### src/rtl/ptw.sv
// Sv39 hardware page-table walker: services one TLB miss at a time through a
// single-outstanding PTE read port and returns a leaf PTE or a page fault.
module ptw #(
    parameter int unsigned PADDR_W    = 56,
    parameter int unsigned LEVELS     = 3,
    parameter int unsigned LEVEL_BITS = 9
) (
    input  logic                           clk,
    input  logic                           reset,
    input  logic [3:0]                     i_satp_mode,
    input  logic [43:0]                    i_satp_ppn,
    input  logic                           i_flush,
    input  logic                           i_req_valid,
    output logic                           o_req_ready,
    input  logic [LEVELS*LEVEL_BITS-1:0]   i_req_vpn,
    output logic                           o_resp_valid,
    output logic [43:0]                    o_resp_ppn,
    output logic [7:0]                     o_resp_perm,
    output logic [1:0]                     o_resp_level,
    output logic                           o_resp_fault,
    output logic                           o_mem_req_valid,
    input  logic                           i_mem_req_ready,
    output logic [PADDR_W-1:0]             o_mem_req_paddr,
    input  logic                           i_mem_resp_valid,
    input  logic [63:0]                    i_mem_resp_data
);

    localparam int unsigned VPN_W      = LEVELS * LEVEL_BITS;
    localparam int unsigned PPN_W      = 44;
    localparam logic [1:0]  TOP_LEVEL  = 2'(LEVELS - 1);
    localparam logic [3:0]  SATP_SV39  = 4'd8;

    typedef enum logic [2:0] {
        IDLE,
        MEM_REQ,
        MEM_WAIT,
        DONE,
        DRAIN
    } state_t;

    state_t               state_q, state_n;
    logic [VPN_W-1:0]     vpn_q, vpn_n;
    logic [1:0]           level_q, level_n;
    logic [PPN_W-1:0]     base_q, base_n;

    logic                 req_ready_n;
    logic                 mem_req_valid_n;
    logic [PADDR_W-1:0]   paddr_n;
    logic                 resp_valid_n;
    logic [PPN_W-1:0]     resp_ppn_n;
    logic [7:0]           resp_perm_n;
    logic [1:0]           resp_level_n;
    logic                 resp_fault_n;

    logic                 finish;
    logic                 fin_fault;
    logic [1:0]           fin_level;

    // PTE field decode of the incoming read data
    logic [PPN_W-1:0]     pte_ppn;
    logic                 pte_v, pte_r, pte_w, pte_x;
    logic                 pte_bad;
    logic                 pte_leaf;
    logic                 unused_rsw;

    assign pte_ppn    = i_mem_resp_data[53:10];
    assign pte_v      = i_mem_resp_data[0];
    assign pte_r      = i_mem_resp_data[1];
    assign pte_w      = i_mem_resp_data[2];
    assign pte_x      = i_mem_resp_data[3];
    assign pte_bad    = !pte_v || (!pte_r && pte_w) || (|i_mem_resp_data[63:54]);
    assign pte_leaf   = pte_r || pte_x;
    assign unused_rsw = ^i_mem_resp_data[9:8];

    function automatic logic [PADDR_W-1:0] pte_addr(input logic [PPN_W-1:0] base,
                                                    input logic [VPN_W-1:0] vpn,
                                                    input logic [1:0]       lvl);
        logic [LEVEL_BITS-1:0] idx;
        idx = vpn[32'(lvl) * LEVEL_BITS +: LEVEL_BITS];
        return PADDR_W'({base, 12'h000}) + PADDR_W'({idx, 3'b000});
    endfunction

    // A superpage leaf must have its low PPN bits (below its level) clear
    function automatic logic misaligned(input logic [PPN_W-1:0] ppn, input logic [1:0] lvl);
        logic [PPN_W-1:0] mask;
        mask = (PPN_W'(1) << (32'(lvl) * LEVEL_BITS)) - PPN_W'(1);
        return (ppn & mask) != '0;
    endfunction

    always_comb begin
        state_n         = state_q;
        vpn_n           = vpn_q;
        level_n         = level_q;
        base_n          = base_q;
        mem_req_valid_n = o_mem_req_valid;
        paddr_n         = o_mem_req_paddr;
        resp_valid_n    = 1'b0;
        resp_ppn_n      = o_resp_ppn;
        resp_perm_n     = o_resp_perm;
        resp_level_n    = o_resp_level;
        resp_fault_n    = o_resp_fault;
        finish          = 1'b0;
        fin_fault       = 1'b0;
        fin_level       = level_q;

        unique case (state_q)
            IDLE: begin
                if (i_req_valid) begin
                    vpn_n   = i_req_vpn;
                    level_n = TOP_LEVEL;
                    base_n  = i_satp_ppn;
                    if (i_satp_mode == SATP_SV39) begin
                        state_n         = MEM_REQ;
                        mem_req_valid_n = 1'b1;
                        paddr_n         = pte_addr(i_satp_ppn, i_req_vpn, TOP_LEVEL);
                    end else begin
                        finish    = 1'b1;
                        fin_fault = 1'b1;
                        fin_level = TOP_LEVEL;
                    end
                end
            end
            MEM_REQ: begin
                if (i_mem_req_ready) begin
                    mem_req_valid_n = 1'b0;
                    state_n         = i_flush ? DRAIN : MEM_WAIT;
                end else if (i_flush) begin
                    mem_req_valid_n = 1'b0;
                    state_n         = IDLE;
                end
            end
            MEM_WAIT: begin
                // A flush coinciding with the response consumes it, so nothing is left to drain
                if (i_mem_resp_valid) begin
                    if (i_flush) begin
                        state_n = IDLE;
                    end else if (pte_bad) begin
                        finish    = 1'b1;
                        fin_fault = 1'b1;
                    end else if (pte_leaf) begin
                        finish    = 1'b1;
                        fin_fault = misaligned(pte_ppn, level_q);
                    end else if (level_q == 2'd0) begin
                        finish    = 1'b1;
                        fin_fault = 1'b1;
                    end else begin
                        base_n          = pte_ppn;
                        level_n         = level_q - 2'd1;
                        state_n         = MEM_REQ;
                        mem_req_valid_n = 1'b1;
                        paddr_n         = pte_addr(pte_ppn, vpn_q, level_q - 2'd1);
                    end
                end else if (i_flush) begin
                    state_n = DRAIN;
                end
            end
            DONE: begin
                state_n = IDLE;
            end
            DRAIN: begin
                if (i_mem_resp_valid) begin
                    state_n = IDLE;
                end
            end
            default: begin
                state_n = IDLE;
            end
        endcase

        if (finish) begin
            state_n      = DONE;
            resp_valid_n = 1'b1;
            resp_fault_n = fin_fault;
            resp_level_n = fin_level;
            resp_ppn_n   = fin_fault ? '0 : pte_ppn;
            resp_perm_n  = fin_fault ? '0 : i_mem_resp_data[7:0];
        end

        req_ready_n = (state_n == IDLE);
    end

    always_ff @(posedge clk or posedge reset) begin
        if (reset) begin
            state_q         <= IDLE;
            vpn_q           <= '0;
            level_q         <= '0;
            base_q          <= '0;
            o_req_ready     <= 1'b1;
            o_mem_req_valid <= 1'b0;
            o_mem_req_paddr <= '0;
            o_resp_valid    <= 1'b0;
            o_resp_ppn      <= '0;
            o_resp_perm     <= '0;
            o_resp_level    <= '0;
            o_resp_fault    <= 1'b0;
        end else begin
            state_q         <= state_n;
            vpn_q           <= vpn_n;
            level_q         <= level_n;
            base_q          <= base_n;
            o_req_ready     <= req_ready_n;
            o_mem_req_valid <= mem_req_valid_n;
            o_mem_req_paddr <= paddr_n;
            o_resp_valid    <= resp_valid_n;
            o_resp_ppn      <= resp_ppn_n;
            o_resp_perm     <= resp_perm_n;
            o_resp_level    <= resp_level_n;
            o_resp_fault    <= resp_fault_n;
        end
    end

endmodule

### config.mk
export PLATFORM = sky130hd
export DESIGN_NAME = ptw
export DESIGN_NICKNAME = d
export VERILOG_FILES = /design/src/rtl/ptw.sv
export SDC_FILE = /design/constraint.sdc
export NUM_CORES = 1
export LEC_CHECK = 0
export ABC_AREA = 1
export CORE_MARGIN = 2
export CORE_UTILIZATION = 41
export DETAILED_ROUTE_END_ITERATION = 8
export GPL_TIMING_DRIVEN = 0
export PLACE_DENSITY = 0.85
export SETUP_SLACK_MARGIN = 0.05
export SYNTH_ARGS = -nofsm -noshare
export SYNTH_HDL_FRONTEND = slang
export SYNTH_SLANG_ARGS = --single-unit
### constraint.sdc
create_clock -name clk -period 3.9 [get_ports clk]
set_input_delay 0.39 -clock clk [delete_from_list [all_inputs] [get_ports clk]]
set_output_delay 0.39 -clock clk [all_outputs]
set_load 0.01 [all_outputs]
==> results.md <==
* Inserted Clock Buffers at 17
* Area occupied by registers at 3580 um^2
* Detailed-route via count at 7,592
* Area of the placeable core at 17,100 um^2
* Congestion Overflow GR at 0
* Startpoint-to-endpoint class of the critical path: reg -> reg
* Detailed placement HPWL at approximately 19,000 um
* Achievable frequency at 327 MHz
* Clock tree from TritonCTS: built
* Period Utilization, post-route at 78.5%
* Min-Delay Path Class: reg -> reg
* End point of the critical path: o_resp_ppn[12]
* FF-to-FF setup slack at 0.84 ns
* P_leak at 5.44 nW
* Worst voltage drop across the vdd grid at 431 uV
* Total Nets Final at ~1,400
* Unrepaired setup endpoints after global routing: no
* Routability congestion estimate at 0.863
* Capturing element type of the critical path: flop
* Worst-case clock skew at 0.0111 ns
* WP data arrival at 3.42 ns
* Yosys warnings at 0
* GRT Resource Usage Total at 26.3%
* Launching instance or port of the critical path: level_q[0]
* Post-synth EDFFs at 0
* Highest fanout seen on the critical path at 12
* Synthesized area at around 7100 um^2
* Number of design-rule violations left by the first detailed-router iteration at roughly 500
* Setup TNS Final at 0 ns
* Gate count after technology mapping at 972
* Power density over cell area at ~700 nW/um^2
* Final worst path period need at between 3 and 4 ns
* Count of unique library cells instantiated by Yosys at 33
* Final antenna diode count at 0
* Vias in the first global route at 7,261
* Total number of clock tree sinks at approximately 140
* Filler instances at 1,583
* Required @ worst endpoint at around 4.3 ns
* Area enclosed by the die boundary at 18,400 um^2
* Reg-to-reg critical path endpoint: o_resp_ppn[12]
* Detailed Routing Iterations Pass 1 at 5
* Antenna violations before repair at 0
* Dominant synthesized flop cell: sky130_fd_sc_hd__dfrtp_1
* Number of levels in the clock H-tree at 4
* Number of buffers on the longest clock path at 2
* Root buffer selected by CTS: sky130_fd_sc_hd__clkbuf_16
* Post-synthesis average cell area at 7.32 um^2
* Resized Gates After CTS at 0
* Seq/Total Area, Yosys at 50.3%
* Starting density of the core at 41.6%
* Outcome: complete, no violations
* Floorplan die height at 136 um
* Final routed wirelength across all metal layers at between 20,000 and 25,000 um
* Global-route wire length before repair at 37,300 um
* Worst slew pin tran at about 0.90 ns
* Count of maximum capacitance violations at 0
* Maximum number of pins on one net before global-route repair at 43
* Remaining max-slew budget at the tightest pin at between 30% and 40%
* Overall Power at approximately 7.4 mW
* Average wire length per cell after detail routing at 16.4 um
* Post-CTS setup buffers at 0
* Number of hold violations in the final report at 0
* Reg2reg start: level_q[0]
* Max-slew violation count at 0
* Area occupied by multi-input gates at 3020 um^2
* Cell Rows at 48
* CP Launch Type: flop
* IO buf count at 253
* Ratio of cells with drive above 1 in the final layout at 6.26%
* Top-level port count at 259
* Final setup viols at 0
* FF+latch count, synth at 143
* Post-DRT Antenna Nets at 0
* Layout overhead on the synthesized area at 48.5%
* Remaining routing DRC violations at 0
* Hold buffer count at CTS at 0
* Vias/cell at between 5 and 6
* Number of cells on the worst reg-to-reg path at 17
* Worst-path clk slew at 0.06 ns
* Fraction of registers with async set or reset after synthesis at 100%
* Die boundary width at 136 um
* Clock insertion delay at the later pin of the skew report at 0.42 ns
-- report_power, final --
group          switching, mW  total [mW]  internal, mW
Clock                  0.647        1.56         0.917
Sequential             0.279        2.27          1.99
Combinational           2.15        3.57          1.42
-- per-stage QoR --
stage               hold slack, ns  utilization (%)  instances  setup slack, ns  instance area, um^2
finish                       0.471             61.8       1487            0.839                10600
global route                 0.490             61.8       1487            0.618                10600
CTS                          0.470             61.8       1487            0.865                10600
detailed placement           0.453             58.4       1455            0.889                10000
global placement             0.449             58.1       1452            0.407                 9940
floorplan                    0.437                -        974             1.55                 7130
-- cells in the final DEF, fill, tap and decap left out, drive strengths merged --
cell type        n
nand4           43
dfrtp          142
ha               7
dfstp            1
clkinvlp         3
a21oi           11
nor3b            1
inv             64
buf             38
a31oi            2
o211ai           1
clkbuf          38
o21ai           61
o22ai            1
a32oi            1
clkdlybuf4s50  253
o31ai            1
nor3             3
bufinv           1
conb             3
nand2          503
clkinv           8
nor2            64
nand3b           2
nand3           10
-- cell type report --
class,instances,share of cell area [%]
inverters,65,2.34
clock buffers,21,4.36
plain buffers,52,2.71
repair buffers,256,24.5
well taps,225,2.66
flip-flops and latches,143,33.9
clock inverters,11,1.02
multi-input cells,714,28.5
-- how the worst min path moves through the flow --
| stage | from | to | cells after the start |
|---|---|---|---|
| 4_1_cts | vpn_q[3] | vpn_q[3] | 2 |
| 5_1_grt | vpn_q[19] | vpn_q[19] | 2 |
| 3_3_place_gp | vpn_q[7] | vpn_q[7] | 2 |
| 6_report | vpn_q[7] | vpn_q[7] | 2 |
| 3_5_place_dp | vpn_q[3] | vpn_q[3] | 2 |
| 2_1_floorplan | vpn_q[0] | vpn_q[0] | 2 |
-- kinds of logic after synthesis --
group	Yosys count	synth area share, %
compound gates	78	5.71
flops	143	50.3
simple gates	626	35.3
buf+inv	117	7.45
fa+ha+maj	7	1.23
other cells	1	0.0527
-- worst max-delay path, cell delays in order, from the launching register on --
cell and delay, ns:
sky130_fd_sc_hd__dfrtp_1 0.43, sky130_fd_sc_hd__inv_1 0.13, sky130_fd_sc_hd__clkbuf_1 0.50, sky130_fd_sc_hd__ha_1 0.30, sky130_fd_sc_hd__inv_1 0.11, sky130_fd_sc_hd__ha_1 0.29
sky130_fd_sc_hd__inv_1 0.04, sky130_fd_sc_hd__nand2_1 0.04, sky130_fd_sc_hd__nand2_1 0.05, sky130_fd_sc_hd__nor2_1 0.14, sky130_fd_sc_hd__nand2_1 0.06, sky130_fd_sc_hd__nor2_1 0.08
sky130_fd_sc_hd__nand2_1 0.06, sky130_fd_sc_hd__nor2_1 0.18, sky130_fd_sc_hd__buf_4 0.23, sky130_fd_sc_hd__buf_6 0.16, sky130_fd_sc_hd__nand4_1 0.10, sky130_fd_sc_hd__nand2_1 0.08
-- cell usage after synthesis, types with 2 or more instances --
library cell | instances | area, um^2
sky130_fd_sc_hd__nand2_1 | 500 | 1880
sky130_fd_sc_hd__dfrtp_1 | 142 | 3550
sky130_fd_sc_hd__nor2_1 | 63 | 236
sky130_fd_sc_hd__inv_1 | 59 | 221
sky130_fd_sc_hd__o21ai_0 | 55 | 275
sky130_fd_sc_hd__nand4_1 | 43 | 269
sky130_fd_sc_hd__buf_2 | 19 | 95.1
sky130_fd_sc_hd__clkbuf_1 | 17 | 63.8
sky130_fd_sc_hd__a21oi_1 | 10 | 50.1
sky130_fd_sc_hd__buf_4 | 10 | 75.1
sky130_fd_sc_hd__nand3_1 | 9 | 45.0
sky130_fd_sc_hd__ha_1 | 7 | 87.6
sky130_fd_sc_hd__o21ai_1 | 6 | 30.0
sky130_fd_sc_hd__buf_6 | 4 | 45.0
sky130_fd_sc_hd__inv_2 | 4 | 15.0
sky130_fd_sc_hd__a31oi_1 | 2 | 12.5
sky130_fd_sc_hd__buf_1 | 2 | 7.51
sky130_fd_sc_hd__clkinv_1 | 2 | 7.51
sky130_fd_sc_hd__nand2_2 | 2 | 12.5
sky130_fd_sc_hd__nand3b_1 | 2 | 15.0
sky130_fd_sc_hd__nor3_1 | 2 | 10.0
-- sequential cells by signal, indices dropped and copies added (netlist names), 2 cells and up --
signal	cells
o_resp_perm	8
o_resp_ppn	44
state_q	3
o_mem_req_paddr	53
level_q	2
vpn_q	27
o_resp_level	2
-- routing by layer --
layer	vias up	routed length, um	track usage (%)
met5	-	0	0
met4	0	716	10.9
met3	53	2090	5.35
met2	347	11900	45.5
met1	3606	9660	32.0
li1	3586	-	-
No activity file was read; power rests on OpenSTA's default activity.
